===== src/rtl/alu_pkg.sv =====
// +----------------------------------------------------------------------------+
// | Module   : alu_pkg                                                         |
// | Desc     : Shared sequencer state codes, widths and ALU opcodes.           |
// | Revision : 1.0                                                             |
// +----------------------------------------------------------------------------+
`default_nettype none

package alu_pkg;

    localparam int unsigned ALU_DW = 3;
    localparam int unsigned ALU_RW = 4;

    typedef enum logic [2:0] {
        ST_LOAD_A  = 3'd0,
        ST_LOAD_B  = 3'd1,
        ST_LOAD_OP = 3'd2,
        ST_EXEC    = 3'd3,
        ST_SHOW    = 3'd4
    } seq_state_e;

    // Opcode map shared with the ALU decode so both sides agree.
    localparam logic [2:0] OP_ADD = 3'd0;
    localparam logic [2:0] OP_SUB = 3'd1;
    localparam logic [2:0] OP_AND = 3'd2;
    localparam logic [2:0] OP_OR  = 3'd3;
    localparam logic [2:0] OP_XOR = 3'd4;
    localparam logic [2:0] OP_EQ  = 3'd5;
    localparam logic [2:0] OP_LT  = 3'd6;
    localparam logic [2:0] OP_NOT = 3'd7;

endpackage

`default_nettype wire


===== src/rtl/btn_pulse.sv =====
// +----------------------------------------------------------------------------+
// | Module   : btn_pulse                                                       |
// | Desc     : 2-flop synchronizer, optional debouncer (ALU_SEQ_DEBOUNCE_EN),  |
// |            registered rising-edge one-cycle pulse.                         |
// | Revision : 1.0                                                             |
// +----------------------------------------------------------------------------+
`default_nettype none

module btn_pulse #(
    parameter int unsigned DEBOUNCE_CYCLES = 250000
) (
    input  logic clk,
    input  logic rst_n,
    input  logic btn,
    output logic pulse
);

    logic r_sync1;
    logic r_sync2;
    logic r_level_d;
    logic r_pulse;
    logic w_level;

    always_ff @(posedge clk or negedge rst_n) begin
        if (!rst_n) begin
            r_sync1 <= 1'b0;
            r_sync2 <= 1'b0;
        end else begin
            r_sync1 <= btn;
            r_sync2 <= r_sync1;
        end
    end

`ifdef ALU_SEQ_DEBOUNCE_EN
    localparam int unsigned c_cnt_w = (DEBOUNCE_CYCLES > 1) ? $clog2(DEBOUNCE_CYCLES) : 1;

    logic [c_cnt_w-1:0] r_cnt;
    logic               r_deb;

    // Level follows the synchronized input only after DEBOUNCE_CYCLES stable cycles.
    always_ff @(posedge clk or negedge rst_n) begin
        if (!rst_n) begin
            r_cnt <= '0;
            r_deb <= 1'b0;
        end else if (r_sync2 != r_deb) begin
            if (r_cnt == c_cnt_w'(DEBOUNCE_CYCLES - 1)) begin
                r_deb <= r_sync2;
                r_cnt <= '0;
            end else begin
                r_cnt <= r_cnt + 1'b1;
            end
        end else begin
            r_cnt <= '0;
        end
    end

    assign w_level = r_deb;
`else
    assign w_level = r_sync2;
`endif

    always_ff @(posedge clk or negedge rst_n) begin
        if (!rst_n) begin
            r_level_d <= 1'b0;
            r_pulse   <= 1'b0;
        end else begin
            r_level_d <= w_level;
            r_pulse   <= w_level & ~r_level_d;
        end
    end

    assign pulse = r_pulse;

endmodule

`default_nettype wire


===== src/rtl/alu_operand_sequencer.sv =====
// +----------------------------------------------------------------------------+
// | Module   : alu_operand_sequencer                                           |
// | Desc     : Button-stepped loader of A, B, opcode; holds them for an exec   |
// |            window and captures the ALU result. Macro: ALU_SEQ_DEBOUNCE_EN. |
// | Revision : 1.0                                                             |
// +----------------------------------------------------------------------------+
`default_nettype none

module alu_operand_sequencer
    import alu_pkg::*;
#(
    parameter int unsigned DW              = ALU_DW,
    parameter int unsigned RW              = ALU_RW,
    parameter int unsigned EXEC_CYCLES     = 1,
    parameter int unsigned DEBOUNCE_CYCLES = 250000
) (
    input  logic          clk,
    input  logic          rst_n,
    input  logic [DW-1:0] sw,
    input  logic          btn_next,
    input  logic          btn_clear,
    input  logic [RW-1:0] alu_result,
    output logic [DW-1:0] a,
    output logic [DW-1:0] b,
    output logic [DW-1:0] op,
    output logic          alu_valid,
    output logic [RW-1:0] result,
    output logic          result_valid,
    output logic [2:0]    state_led
);

    localparam logic [3:0] c_exec_load = 4'(EXEC_CYCLES - 1);

    logic w_next_p;
    logic w_clear_p;

    seq_state_e    r_state, w_state_nxt;
    logic [DW-1:0] r_a, w_a_nxt;
    logic [DW-1:0] r_b, w_b_nxt;
    logic [DW-1:0] r_op, w_op_nxt;
    logic [RW-1:0] r_result, w_result_nxt;
    logic [3:0]    r_cnt, w_cnt_nxt;

    btn_pulse #(.DEBOUNCE_CYCLES(DEBOUNCE_CYCLES)) u_next_pulse (
        .clk   (clk),
        .rst_n (rst_n),
        .btn   (btn_next),
        .pulse (w_next_p)
    );

    btn_pulse #(.DEBOUNCE_CYCLES(DEBOUNCE_CYCLES)) u_clear_pulse (
        .clk   (clk),
        .rst_n (rst_n),
        .btn   (btn_clear),
        .pulse (w_clear_p)
    );

    always_ff @(posedge clk or negedge rst_n) begin
        if (!rst_n) begin
            r_state  <= ST_LOAD_A;
            r_a      <= '0;
            r_b      <= '0;
            r_op     <= '0;
            r_result <= '0;
            r_cnt    <= '0;
        end else begin
            r_state  <= w_state_nxt;
            r_a      <= w_a_nxt;
            r_b      <= w_b_nxt;
            r_op     <= w_op_nxt;
            r_result <= w_result_nxt;
            r_cnt    <= w_cnt_nxt;
        end
    end

    always_comb begin
        w_state_nxt  = r_state;
        w_a_nxt      = r_a;
        w_b_nxt      = r_b;
        w_op_nxt     = r_op;
        w_result_nxt = r_result;
        w_cnt_nxt    = r_cnt;

        // Clear overrides any same-cycle advance.
        if (w_clear_p) begin
            w_state_nxt  = ST_LOAD_A;
            w_a_nxt      = '0;
            w_b_nxt      = '0;
            w_op_nxt     = '0;
            w_result_nxt = '0;
            w_cnt_nxt    = '0;
        end else begin
            case (r_state)
                ST_LOAD_A: if (w_next_p) begin
                    w_a_nxt     = sw;
                    w_state_nxt = ST_LOAD_B;
                end
                ST_LOAD_B: if (w_next_p) begin
                    w_b_nxt     = sw;
                    w_state_nxt = ST_LOAD_OP;
                end
                ST_LOAD_OP: if (w_next_p) begin
                    w_op_nxt    = sw;
                    w_cnt_nxt   = c_exec_load;
                    w_state_nxt = ST_EXEC;
                end
                ST_EXEC: begin
                    if (r_cnt == 4'd0) begin
                        w_result_nxt = alu_result;
                        w_state_nxt  = ST_SHOW;
                    end else begin
                        w_cnt_nxt = r_cnt - 4'd1;
                    end
                end
                ST_SHOW: if (w_next_p) begin
                    w_state_nxt = ST_LOAD_A;
                end
                default: w_state_nxt = ST_LOAD_A;
            endcase
        end
    end

    assign a            = r_a;
    assign b            = r_b;
    assign op           = r_op;
    assign result       = r_result;
    assign alu_valid    = (r_state == ST_EXEC);
    assign result_valid = (r_state == ST_SHOW);
    assign state_led    = r_state;

endmodule

`default_nettype wire


===== config.mk =====
export PLATFORM = sky130hd
export DESIGN_NAME = alu_operand_sequencer
export DESIGN_NICKNAME = d
export VERILOG_FILES = /design/src/rtl/alu_pkg.sv /design/src/rtl/btn_pulse.sv /design/src/rtl/alu_operand_sequencer.sv
export SDC_FILE = /design/constraint.sdc
export NUM_CORES = 1
export LEC_CHECK = 0
export CAP_MARGIN = 20
export CORE_MARGIN = 2
export CORE_UTILIZATION = 48
export CTS_CLUSTER_SIZE = 12
export DETAILED_ROUTE_END_ITERATION = 12
export PLACE_DENSITY = 0.74
export SLEW_MARGIN = 20
export SYNTH_ARGS = -nofsm -noshare
export SYNTH_HDL_FRONTEND = slang
export SYNTH_HIERARCHICAL = 1
export SYNTH_SLANG_ARGS = --single-unit

===== constraint.sdc =====
create_clock -name clk -period 1.6 [get_ports clk]
set_input_delay 0.32 -clock clk [delete_from_list [all_inputs] [get_ports clk]]
set_output_delay 0.32 -clock clk [all_outputs]
set_load 0.01 [all_outputs]

==> run summary, run 1 <==
maximum clock frequency - 636 MHz
cell count after synthesis - 102
WL per Instance - 14.5 um
GR Overflow Total - 0
most area-hungry cell type in the Yosys netlist - dfrtp_1
Largest stage delay, worst path - 0.42 ns
Crit. End Element - primary output
RePlAce Congestion - 0.768
global-route wire length before repair - 4160 um
Top delay family on crit path - flip-flops
worst slack, placed - 0.0593 ns
CTS Buffer Depth - 2
endpoints failing hold - 0
initial DRC count - 11
number of detailed-route iterations in the first pass - 4
post-synth net total - 115
TritonCTS buffer count - 3
RSZ-0062 raised after global routing - yes
Tightest Hold Check Type - input port to asynchronous set/reset pin
Synth Area in Compound Gates - 6.94%
CTS tree - built
ys flop type - dfrtp_1
Max Clock Skew - 0.00758 ns
status - finished clean
Post-synth ARST share - 100%
Seq/Total Area, Yosys - 55.6%
Slew @ Worst Pin - 0.387 ns
top-count cell post-synth - dfrtp_1
Worst setup SP type - flop
fillcell total - 189
max_cap viols - 0
Worst path slowest cell - dfrtp_1
number of flops mapped to enable cells by yosys - 0
Critical Path AT - 1.25 ns
final worst slack - 0.0277 ns
mux cell area share after synthesis - 8.93%
Power Density - 950 nW/um2
Final period util - 98.3%
CP Buf/Inv Count - 2
largest family of logic cells by synthesized area - simple AND/OR/NAND/NOR gates
fin nets - 156
ant diodes - 0
minimum clock period - 1.57 ns
Worst EP required - 1.28 ns
DRC errors left - 0
count of cell types in the netlist - 28
cell breakdown of the critical path - buf_4, nor3b_4, buf_2
Die Y - 55.3 um
FP Rows - 18
core area - 2480 um2
Area after DPL - 1580 um2
leakage power - 0.921 nW
share of post-route cells with drive strength above 1 - 22.5%
H-Tree Depth - 1
Final HPWL DP - 1760 um
Final setup viols - 0
Root Buffer - clkbuf_4
final WL - 2500 um
count of final max-slew check failures - 0
Core Util, Final - 68.4%
slew margin rel. - 74.0%
# IOs - 29
GRT Resource Usage Total - 17.2%
setup TNS - 0 ns
IO Port Bufs - 28
Synth top cells by count - dfrtp_1 (28), nor2_1 (17), mux2i_1 (9)
Die ar. - 3050 um2
Synth Cell Area - 1260 um2
share of the synthesized area in the top cell type - 55.6%
DRT antenna net count - 0
Post-Synth XOR/XNOR Area - 0%
Clk pin slew, worst setup/hold paths - 0.15 ns
Post-Synth Adder-Cell Area - 1.98%
Yosys reg bits - 28
largest net degree at the start of global routing - 29
Syn-to-layout area delta - 34.3%
initial antenna violation count - 0
cts hold-fix bufs - 0
Num Clock Sinks - 28
routed vias - 886
worst vdd ir - 0.800 mV
Vias per Instance - 5.15
Die W - 55.3 um
initial core utilization - 50.9%
area fraction in and, or, nand and nor cells after synthesis - 22.4%
Design Area, Final - 1690 um2
Clock Latency Late Sink - 0.33 ns
mean post-synth cell area - 12.4 um2
crit path max fanout - 3
critical path class - flop to primary output
vias in the first global route - 901
Synth area leaders - dfrtp_1 (56%), mux2i_1 (7.1%), nor2_1 (5.1%)
Synth Warn # - 6
==> repair_timing <==
| item | CTS | global route |
|---|---|---|
| pin swaps | 0 | 2 |
| endpoints found under the hold margin | 0 | 0 |
| resized for setup | 12 | 12 |
| buffers inserted | 3 | 4 |
| endpoints found under the setup margin | 5 | 20 |
==> placed cells by master, fill, tap and decap left out, drive strengths merged <==
| master | instances |
|---|---|
| dfrtp | 28 |
| nor2 | 17 |
| buf | 15 |
| clkdlybuf4s50 | 14 |
| mux2i | 9 |
| dlymetal6s2s | 9 |
| a22o | 4 |
| o21ai | 4 |
| nor2b | 4 |
| clkbuf | 4 |
| inv | 3 |
| nand2 | 3 |
| nand2b | 3 |
| nor3 | 3 |
| dlygate4sd2 | 3 |
| or2 | 2 |
| mux2 | 2 |
| ha | 2 |
| nor3b | 2 |
| and2 | 2 |
| a21oi | 2 |
| nor4b | 1 |
| nor4 | 1 |
| and3 | 1 |
| nand4bb | 1 |
| o22ai | 1 |
| a22oi | 1 |
| a311oi | 1 |
==> metrics by stage <==
stage / cells / hold WS, ns / total power [W]
6_report: 172 / 0.332 / 0.00161
3_5_place_dp: 161 / 0.335 / 0.00125
5_1_grt: 172 / 0.375 / 0.00169
2_1_floorplan: 102 / 0.0244 / 0.00107
3_3_place_gp: 161 / 0.335 / 0.00124
4_1_cts: 168 / 0.338 / 0.00160
==> area by class of cell <==
class	instances	area, um2	area share, %
Sequential cell	28	701	41.4
Multi-Input combinational cell	66	522	30.8
Timing Repair Buffer	41	387	22.8
Tap cell	30	37.5	2.22
Clock buffer	4	36.3	2.14
Inverter	3	11.3	0.665
==> sequential cells by signal (all words and copies together) (netlist names), 3 cells and up <==
signal     flops
a              3
result         4
b              3
r_cnt          4
op             3
state_led      3
==> path summary, 6_finish.rpt <==
check                                                start                         endpoint  slack [ns]  cells after the start
max                               state_led[1]$_DFFE_PN0P_                     result_valid        0.03                      3
min                                                  rst_n   u_next_pulse/r_sync1$_DFF_PN0_        0.33                      2
max reg2reg                           r_cnt[0]$_DFFE_PN0P_             r_cnt[1]$_DFFE_PN0P_        0.06                      5
min reg2reg                u_clear_pulse/r_sync1$_DFF_PN0_  u_clear_pulse/r_sync2$_DFF_PN0_        0.37                      0
max in group asynchronous                            rst_n                op[2]$_DFFE_PN0P_        1.01                      2
min in group clk           u_clear_pulse/r_sync1$_DFF_PN0_  u_clear_pulse/r_sync2$_DFF_PN0_        0.37                      0
==> metal layers <==
metal	global-route usage, %	routed length [um]	part of all wire [%]	up-vias
li1	-	-	-	430
met1	25.6	1150	46	438
met2	25.2	1250	50	14
met3	2.58	74	3.0	4
met4	6.97	32	1.3	0
met5	0	0	0	-
==> logic make-up after synthesis <==
logic type      after synthesis
mux                          11
simple gates                 40
fa+ha+maj                     2
buf+inv                       8
flops                        28
compound gates               13
==> where the power goes <==
part	internal (W)	switching, W
Sequential	0.000772	0.0000466
Combinational	0.000229	0.000212
Clock	0.000140	0.000209
Power figures use the tool's default switching activity.
==> run 2, diff against run 1 <==
- CTS_CLUSTER_DIAMETER: unset -> 60
==> results of run 2 <==
Final layout, timing and power as in run 1 (identical DEF).
==> run 3, diff against run 2 <==
- HOLD_SLACK_MARGIN: unset -> 0.05
- PLACE_DENSITY: 0.74 -> 0.77
- clock period: 1.6 -> 1.7 ns (I/O delays scaled with it)
==> run 3 against run 2 <==
- via count increased by 0.45%
- worst hold slack improved by 0.037 ns
- non-clock buffer count decreased by 3
- total power decreased by 11%
- first-iteration DRC count increased by 82%
- global-route usage about the same
- clock power decreased by 27%
- highest routed layer unchanged
- critical path depth decreased by 2
- sequential share of layout area increased by 1.7 points
- routed wire length decreased by 7.1%
- register-to-register slack improved by 0.05 ns
- combinational power decreased by 6.6%
- largest cell class unchanged
==> run summary, run 3 (synthesis results as in run 1) <==
TritonCTS buffer count - 3 (unchanged)
Clk pin slew, worst setup/hold paths - 0.13 ns (-0.02 ns)
cell breakdown of the critical path - clkdlybuf4s50_1
Final period util - 95.9%
endpoints failing hold - 0 (unchanged)
FP Rows - 18 (unchanged)
Sequential Area - 701 um2 (unchanged)
initial core utilization - 50.9% (unchanged)
core area - 2480 um2 (unchanged)
slew margin rel. - 75.7% (+1.7 points)
Die Y - 55.3 um (unchanged)
initial antenna violation count - 0 (unchanged)
RSZ-0062 raised after global routing - no
Worst path slowest cell - clkdlybuf4s50_1
crit path max fanout - 4 (+1)
Critical Path AT - 1.29 ns (+0.04 ns)
global-route wire length before repair - 4070 um (-2.1%)
GR Overflow Total - 0 (unchanged)
cts hold-fix bufs - 0 (unchanged)
routed vias - 890 (+0.45%)
worst hold slack - 0.369 ns (+0.0370 ns)
Vias per Instance - 5.30 (+2.8%)
RePlAce Congestion - 0.869 (+13%)
Worst setup SP type - flop
Area after DPL - 1580 um2 (unchanged)
commonest non-fill, non-tap cell in the layout - dfrtp_1
largest net degree at the start of global routing - 29 (unchanged)
CTS tree - built
Core Util, Final - 65.7% (-2.7 points)
Max Clock Skew - 0.00331 ns (-0.00427 ns)
FF-to-FF setup slack - 0.11 ns (+0.05 ns)
number of detailed-route iterations in the first pass - 4 (unchanged)
DRT antenna net count - 0 (unchanged)
Num Clock Sinks - 28 (unchanged)
DRC errors left - 0 (unchanged)
vias in the first global route - 887 (-1.6%)
Syn-to-layout area delta - 29.0%
fin nets - 153 (-1.9%)
Final HPWL DP - 1790 um (+1.6%)
GRT Resource Usage Total - 17.2% (about the same)
final WL - 2330 um (-7.1%)
worst vdd ir - 0.693 mV (-13%)
Crit. End Element - primary output
CP Buf/Inv Count - 1 (-1)
Root Buffer - clkbuf_4
M1 GR Usage - 23.6% (-2.1 points)
H-Tree Depth - 1 (unchanged)
Die ar. - 3050 um2 (unchanged)
leakage power - 0.740 nW (-20%)
WL per Instance - 13.8 um (-4.9%)
maximum clock frequency - 613 MHz
Tightest Hold Check Type - input port to asynchronous set/reset pin
Final setup viols - 0 (unchanged)
highest-count cells in the layout ignoring fill and taps - dfrtp_1 (28), clkdlybuf4s50_1 (24), nor2_1 (17)
count of final max-slew check failures - 0 (unchanged)
Power Density - 884 nW/um2 (-6.9%)
Tot Pwr - 0.00144 W (-11%)
CTS Buffer Depth - 2 (unchanged)
Slew @ Worst Pin - 0.365 ns (-0.0221 ns)
Largest stage delay, worst path - 0.55 ns (+0.13 ns)
minimum clock period - 1.63 ns
Multi-input gate area - 508 um2 (-2.6%)
Top delay family on crit path - buffers and inverters
Clock Latency Late Sink - 0.32 ns (about the same)
share of post-route cells with drive strength above 1 - 18.1% (-4.4 points)
# IOs - 29 (unchanged)
Design Area, Final - 1630 um2 (-4.0%)
most used routing layer - met2
critical path class - flop to primary output
GR Util met2 - 25.2% (unchanged)
ant diodes - 0 (unchanged)
GRT met3 Usage - 2.81% (+0.23 points)
Worst EP required - 1.36 ns (+0.08 ns)
IO Port Bufs - 28 (unchanged)
Die W - 55.3 um (unchanged)
max_cap viols - 0 (unchanged)
initial DRC count - 20 (+9)
status - finished clean
fillcell total - 186 (-1.6%)
-- run 3: cell count changes in the layout (fill, tap and decap cells not counted), moves of 2 or more --
cell / change
buf_2: -2
buf_4: -4
clkbuf_2: +2
clkdlybuf4s50_1: +10
dlymetal6s2s_1: -9
-- run 3: metrics by stage --
stage	TNS, ns	std cells	setup WS [ns]
global placement	0	161	0.153
global route	0	168	0.00605
detailed placement	0	161	0.142
CTS	-0.0110	166	-0.0110
finish	0	168	0.0699
floorplan	0	102	0.298
-- run 3: where the power goes --
group	switching [W]	total (W)	internal, W	leakage [nW]
logic	0.000191	0.000412	0.000221	0.357
registers	0.0000435	0.000770	0.000727	0.370
clock network	0.000172	0.000256	0.0000831	0.0138
-- run 3: path summary, 6_finish.rpt --
path / endpoint / from / cells past startpoint
max in group asynchronous: op[0]$_DFFE_PN0P_ / rst_n / 2
worst min register to register: u_next_pulse/r_sync2$_DFF_PN0_ / u_next_pulse/r_sync1$_DFF_PN0_ / 0
worst max register to register: r_cnt[1]$_DFFE_PN0P_ / state_led[0]$_DFFE_PN0P_ / 5
worst min-delay path: a[1]$_DFFE_PN0P_ / rst_n / 2
worst max-delay path: state_led[0] / state_led[0]$_DFFE_PN0P_ / 1
min in group clk: u_next_pulse/r_sync2$_DFF_PN0_ / u_next_pulse/r_sync1$_DFF_PN0_ / 0
-- run 3: timing repair --
item	in CTS	in global routing
resized for setup	7	2
setup buffers	2	2
hold endpoints to repair	0	0
setup endpoints to repair	3	3
-- run 3: metal layers --
metal | share of wire [%] | vias up
met4 | 3.0 | 0
met1 | 46 | 444
met3 | 3.1 | 6
li1 | - | 421
met5 | 0 | -
met2 | 48 | 19
-- run 3: layout make-up --
| type | count | share of cell area, % |
|---|---|---|
| inverters | 3 | 0.692 |
| flip-flops and latches | 28 | 43.1 |
| well taps | 30 | 2.31 |
| repair buffers | 38 | 21.3 |
| clock buffers | 3 | 1.38 |
| multi-input cells | 66 | 31.2 |
